[src/rtl/ov7670_capture.sv]
// OV7670 parallel-bus capture: assembles RGB565 pixels from the PCLK byte stream and
// reports pixel coordinates, end-of-frame strobes and a per-frame geometry error flag.
module ov7670_capture #(
    parameter int unsigned H_ACTIVE = 640,
    parameter int unsigned V_ACTIVE = 480
) (
    input  logic        clk,
    input  logic        reset,
    input  logic        vsync,
    input  logic        href,
    input  logic [7:0]  data,
    output logic [9:0]  outX,
    output logic [8:0]  outY,
    output logic [15:0] pixelValue,
    output logic        pixelValid,
    output logic        frameDone,
    output logic        frameErr
);

    localparam int unsigned XW = $clog2(H_ACTIVE + 1);
    localparam int unsigned YW = $clog2(V_ACTIVE + 1);
    localparam logic [XW-1:0] XMax = XW'(H_ACTIVE);
    localparam logic [YW-1:0] YMax = YW'(V_ACTIVE);

    typedef enum logic [1:0] {StWaitVs, StVblank, StActive} state_e;

    state_e        state_q;
    logic [XW-1:0] x_q;
    logic [YW-1:0] y_q;
    logic          phase_q;
    logic [7:0]    hi_q;
    logic          err_q;
    logic          href_q;

    logic          in_active, byte_lo, emit, line_start, line_end, frame_end;
    logic          phase_next, err_next;
    logic [XW-1:0] x_next;
    logic [YW-1:0] y_next;

    always_comb begin
        in_active  = (state_q == StActive);
        byte_lo    = in_active && href && phase_q;
        emit       = byte_lo && (x_q < XMax) && (y_q < YMax);
        line_start = in_active && href && !href_q;
        // vsync rising mid-line closes the line just like an href fall
        line_end   = in_active && ((href_q && !href) || (vsync && href));
        frame_end  = in_active && vsync;
        phase_next = href ? ~phase_q : phase_q;
        x_next     = (byte_lo && (x_q != XMax)) ? x_q + XW'(1) : x_q;
        y_next     = (line_end && (y_q != YMax)) ? y_q + YW'(1) : y_q;
        err_next   = err_q
                   | (byte_lo && (x_q == XMax))
                   | (line_start && (y_q == YMax))
                   | (line_end && (phase_next || (x_next < XMax)))
                   | (frame_end && (y_next < YMax));
    end

    always_ff @(posedge clk or negedge reset) begin
        if (!reset) begin
            state_q    <= StWaitVs;
            x_q        <= '0;
            y_q        <= '0;
            phase_q    <= 1'b0;
            hi_q       <= '0;
            err_q      <= 1'b0;
            href_q     <= 1'b0;
            outX       <= '0;
            outY       <= '0;
            pixelValue <= '0;
            pixelValid <= 1'b0;
            frameDone  <= 1'b0;
            frameErr   <= 1'b0;
        end else begin
            href_q     <= href;
            pixelValid <= emit;
            frameDone  <= frame_end;
            if (emit) begin
                pixelValue <= {hi_q, data};
                outX       <= 10'(x_q);
                outY       <= 9'(y_q);
            end
            if (frame_end) begin
                frameErr <= err_next;
            end
            unique case (state_q)
                StWaitVs: begin
                    if (vsync) state_q <= StVblank;
                end
                StVblank: begin
                    x_q     <= '0;
                    y_q     <= '0;
                    phase_q <= 1'b0;
                    err_q   <= 1'b0;
                    if (!vsync) state_q <= StActive;
                end
                StActive: begin
                    if (href) begin
                        phase_q <= ~phase_q;
                        if (!phase_q) hi_q <= data;
                    end
                    x_q   <= x_next;
                    err_q <= err_next;
                    if (line_end) begin
                        x_q     <= '0;
                        y_q     <= y_next;
                        phase_q <= 1'b0;
                    end
                    if (frame_end) state_q <= StVblank;
                end
                default: state_q <= StWaitVs;
            endcase
        end
    end

endmodule

[config.mk]
export PLATFORM = sky130hd
export DESIGN_NAME = ov7670_capture
export DESIGN_NICKNAME = d
export VERILOG_FILES = /design/src/rtl/ov7670_capture.sv
export SDC_FILE = /design/constraint.sdc
export NUM_CORES = 1
export LEC_CHECK = 0
export CORE_MARGIN = 5
export CORE_UTILIZATION = 50
export CTS_CLUSTER_DIAMETER = 40
export CTS_CLUSTER_SIZE = 12
export DETAILED_ROUTE_END_ITERATION = 6
export PLACE_DENSITY = 0.85
export SKIP_CTS_REPAIR_TIMING = 1
export SLEW_MARGIN = 20
export SYNTH_ARGS = -nofsm -noshare
export SYNTH_HDL_FRONTEND = slang
export SYNTH_SLANG_ARGS = --single-unit
[constraint.sdc]
create_clock -name clk -period 3 [get_ports clk]
set_input_delay 0.3 -clock clk [delete_from_list [all_inputs] [get_ports clk]]
set_output_delay 0.3 -clock clk [all_outputs]
set_load 0.01 [all_outputs]
### Yosys cells after proc, flatten, opt, wreduce, memory -nomap -nowiden

Cells that the tools add are included.

* bits in registers: 70
* input port bits: 12
* output and inout bits: 38
* word-level logic and storage cells: 72

* add/sub/neg operators: 2
* $lt $le $gt $ge: 4
* eq/ne operators: 10
* mux-type cells: 14
* bitwise logic cells: 5
* reductions and logical operators: 24

Operator list (count)
* less-than comparator 10 bit, second input constant: 2
* 2-to-1 mux 10 bit: 2
* one-hot mux 10 bit (2 select lines): 1
* less-than comparator 9 bit, second input constant: 2
* 2-to-1 mux 9 bit: 2
* one-hot mux 9 bit (2 select lines): 1
* logical AND 1 bit: 15
* adder 10 x 1 -> 10 bit, second input constant: 1
* equality test 10 bit, second input constant: 1
* != test 10 bit, second input constant: 1
* adder 9 x 1 -> 9 bit, second input constant: 1
* equality test 9 bit, second input constant: 1
* != test 9 bit, second input constant: 1
* 2-to-1 mux 2 bit: 3
* one-hot mux 2 bit (3 select lines): 1
* AND reduction 3 bit: 2
* != test 2 x 1 -> 1 bit, second input constant: 2
* != test 2 bit, second input constant: 2
* OR 1 bit: 4
* one-hot mux 1 bit (2 select lines): 2
* equality test 2 x 1 -> 1 bit, second input constant: 1
* equality test 2 bit, second input constant: 1
* zero test 1 bit: 2
* zero test 2 bit: 1
* other kinds (5): 7

### Depth between registers and ports, before layout

* depth after elaboration: 11
* mapped depth: 9

### Least setup slack after synthesis

Ideal clock, no wire load.

* path type: reg-to-reg
* start point: reg state_q[0]
* end point: reg frameErr
* arrival time: 1.769 ns
* required time: 2.868 ns
* path slack: 1.100 ns
* cell stages (with the launch flop): 8
* buffers on the path: 0
* clock period less this slack: 1.900 ns
* path through: dfrtp_1 -> inv_1 -> ha_1 -> inv_1 -> or4_1 -> xor2_1 -> nor4_1 -> a2bb2oi_1

* word-level cells in the longest chain between the ends: 10
* elaborated cells on any way between the ends: 21
* classes of those cells: order compare (2); eq/ne (1); mux (2); bitwise (4); reduce/logical (12)

RTL lines
* start, declared: line 27 `state_e state_q;`
* start signal, assigned: line 60 `state_q <= StWaitVs;`
* start signal, assigned: line 87 `if (vsync) state_q <= StVblank;`
* start signal, assigned: line 94 `if (!vsync) state_q <= StActive;`
* equality test 2 bit *: line 41 `in_active = (state_q == StActive);`
* logical AND 1 bit: line 42, 44
* logical AND 1 bit: line 42 `byte_lo = in_active && href && phase_q;`
* logical AND 1 bit: line 49 `x_next = (byte_lo && (x_q != XMax)) ? x_q + XW'(1) : x_q;`
* 2-to-1 mux 10 bit: line 49
* less-than comparator 10 bit: line 54 `| (line_end && (phase_next || (x_next < XMax)))`
* logical OR 1 bit: line 54
* logical AND 1 bit: line 54
* OR 1 bit: line 54
* OR 1 bit: line 55 `| (frame_end && (y_next < YMax));`
* end signal, assigned: line 83 `frameErr <= err_next;`
* end, declared: line 17 `output logic frameErr`

Mark *: on every way between the ends. The rest lies on a longest branch, timed or not.
A chain may end at the register's enable or synchronous reset.

### Worst setup path in the final report

Same ends and word-level chain as after synthesis.

==> run metrics <==
adder-cell share of the synthesized area 3.01%; synth warn 0; Final Setup Violations 0; Die W about 92 um; Starting Density ~52%; Die H just over 90 um; worst r2r src state_q[0]; Clock Tree Root clkbuf_8; I/O Pins 50; Avg Cell Area, Syn 10.1 um2; critical path class reg -> reg; cts bufs inserted 9; Post-Synth XOR/XNOR Area 1.05%; main combinational cell family by area after synthesis simple AND/OR/NAND/NOR gates; Placeable Area ~0.0064 mm2; Clk pin slew, worst setup/hold paths approximately 0.070 ns; met3 GRT Util 5.87%; clk_lat worst skew 0.35 ns; HPWL after DPL slightly above 5 mm; Final Max Slew Viols 0; CTS Buffer Depth 2; Post-synth ARST share 100%; leading cell type in the layout, fill and taps excluded nand2_1; Post-synth EDFFs 0; Tightest Pin Transition 0.845 ns; Layout Area Growth over Synthesis 21.6%; Synth Register Bits 70; Core Rows 29; Sum Neg Setup Slack 0 ns; layout cells sized above 1 13.8%; initial DRC count 150; GR Util met2 28.0%; first-pass GRT wire length 12.0 mm; Clock Skews ~0.0094 ns; sequential share of the synthesized area a little over half; htree depth 3; Cell Int Power 1680 uW; Final Critical Period 2.50 ns; final antenna-violating net count 0; drt first pass iters 5; mux cell area share after synthesis 10.0%; DIE AREA 0.00839 mm2; f_max 401 MHz; Sequential Power Share about 45%; Pleak roughly 0.0018 uW; combinational fraction of design power 29.0%; total power draw 2560 uW; Remaining Overflow, GRT 0; Sw Pwr between 800 and 900 uW; final net count 399; port bufs 49; CTS sink cnt 70; Synth Area in Compound Gates 10.6%; worst-path maximum fanout 13; CP arrival 2.75 ns; Routed wire per std cell approximately 15 um; CP required approximately 3.3 ns; RSZ-0062 raised after global routing no; gpl congestion 0.873; crit path from state_q[0]; pwr/cell area 631 mW/mm2; Max Cap Viol 0; VDD IR-drop max 0.452 mV; DR DRC count 0; post-synthesis cell type count 51; cells after synthesis 330; synthesized area about 0.0033 mm2; vias in the first global route 2421; largest net degree at the start of global routing a little over 70; CP Launch Type register; Clock Power Share a little over a quarter; sw frac 34.4%; CP Capture Type register; antenna diode count 0; initial antenna violation count 0; Synth Net Count 350; Slew Limit Headroom 43.7%; crit share post-route about 83%; drt via density 5.51; Routed WL between 7 and 8 mm; Final Hold Viols 0; Synth Area in Simple Gates about a fifth; Tot GR Track Use 18.0%; most frequent cells in the layout nand2_1 (78), dfrtp_1 (70), clkdlybuf4s50_1 (48); DR vias 2538; global route hottest layer met2; TritonCTS clock tree done; status finished, final reports clean; HP Class in -> async; Top FF cell, synth dfrtp_1; met1 layer usage reported by global route 24.1%; Fill cells 511
==> worst max-delay path, cell delays in order, from the launching register on <==
cell	delay, ns
dfrtp_1	0.40
inv_1	0.11
ha_1	0.43
nand3_2	0.20
nor4_1	0.65
nand3_1	0.16
a31o_2	0.28
a2bb2oi_1	0.17
==> per-layer routing <==
layer	share of wire, %	vias up
li1	-	1251
met1	45	1213
met2	48	68
met3	5.7	6
met4	0.89	0
met5	0	-
==> Yosys cell counts (2+ instances only) <==
cell type / instances / area [um2]
dfrtp_1: 70 / 1750
nand4_1: 3 / 18.8
clkbuf_1: 8 / 30.0
nor2_1: 13 / 48.8
xor2_1: 2 / 17.5
ha_1: 8 / 100
mux2i_1: 5 / 50.1
nand3_1: 16 / 80.1
o21ai_0: 24 / 120
nand2_1: 78 / 293
a2bb2oi_1: 2 / 17.5
and4_1: 2 / 17.5
nand2b_1: 4 / 25.0
inv_1: 9 / 33.8
o2bb2ai_1: 3 / 26.3
mux2_2: 24 / 270
nor3_1: 4 / 20.0
a21oi_1: 6 / 30.0
a31oi_1: 2 / 12.5
or4_1: 4 / 30.0
xnor2_1: 2 / 17.5
o31ai_1: 3 / 22.5
buf_2: 5 / 25.0
a22o_1: 3 / 26.3
and3_1: 3 / 18.8
nor4_1: 2 / 12.5
==> cell families (layout without fill, tap and decap cells) <==
family | Yosys count | in the layout
XOR/XNOR | 4 | 4
adder cells (fa/ha/maj) | 8 | 8
buffers and inverters | 25 | 79
AND/OR/NAND/NOR | 139 | 139
flip-flops | 70 | 70
multiplexers | 30 | 30
AO/OA/AOI/OAI | 54 | 54
==> flip-flops by register name, summed over array words and instances, names as in the netlist <==
name	cells
err_q	1
frameDone	1
frameErr	1
hi_q	8
href_q	1
outX	10
outY	9
phase_q	1
pixelValid	1
pixelValue	16
state_q	2
x_q	10
y_q	9
==> area by class of cell <==
cell class | count | area (um2) | area share (%)
Sequential cell | 70 | 1750 | 43.3
Multi-Input combinational cell | 235 | 1470 | 36.4
Timing Repair Buffer | 53 | 515 | 12.7
Clock buffer | 9 | 124 | 3.06
Tap cell | 77 | 96.3 | 2.38
Clock inverter | 7 | 50.0 | 1.24
Inverter | 10 | 37.5 | 0.927
==> power by group through the flow <==
stage	logic [uW]	clock network (uW)	registers (uW)
after global routing	827	725	1160
after global placement	700	0	1150
final	741	668	1150
after CTS	741	680	1150
after detailed placement	733	0	1160
after floorplan	462	0	1170
==> worst paths after layout <==
| check | endpoint | slack (ns) | depth (start not counted) |
|---|---|---|---|
| setup / recovery | frameErr | 0.50 | 7 |
| min in group clk | pixelValue[8] | 0.46 | 2 |
| max in group asynchronous | outX[1] | 2.31 | 2 |
| hold / removal | outY[7] | 0.16 | 2 |
| setup reg to reg | frameErr | 0.50 | 7 |
| hold reg to reg | pixelValue[8] | 0.46 | 2 |
==> stage by stage <==
stage	utilization [%]	hold slack [ns]	area, um2	instances	setup slack, ns
floorplan	-	0.00441	3330	330	1.10
global placement	60.3	0.437	3870	445	0.591
detailed placement	60.3	0.448	3870	445	0.506
CTS	63.0	0.184	4050	461	0.547
global route	63.0	0.220	4050	461	0.258
finish	63.0	0.158	4050	461	0.504
(Power assumes the default switching activity.)
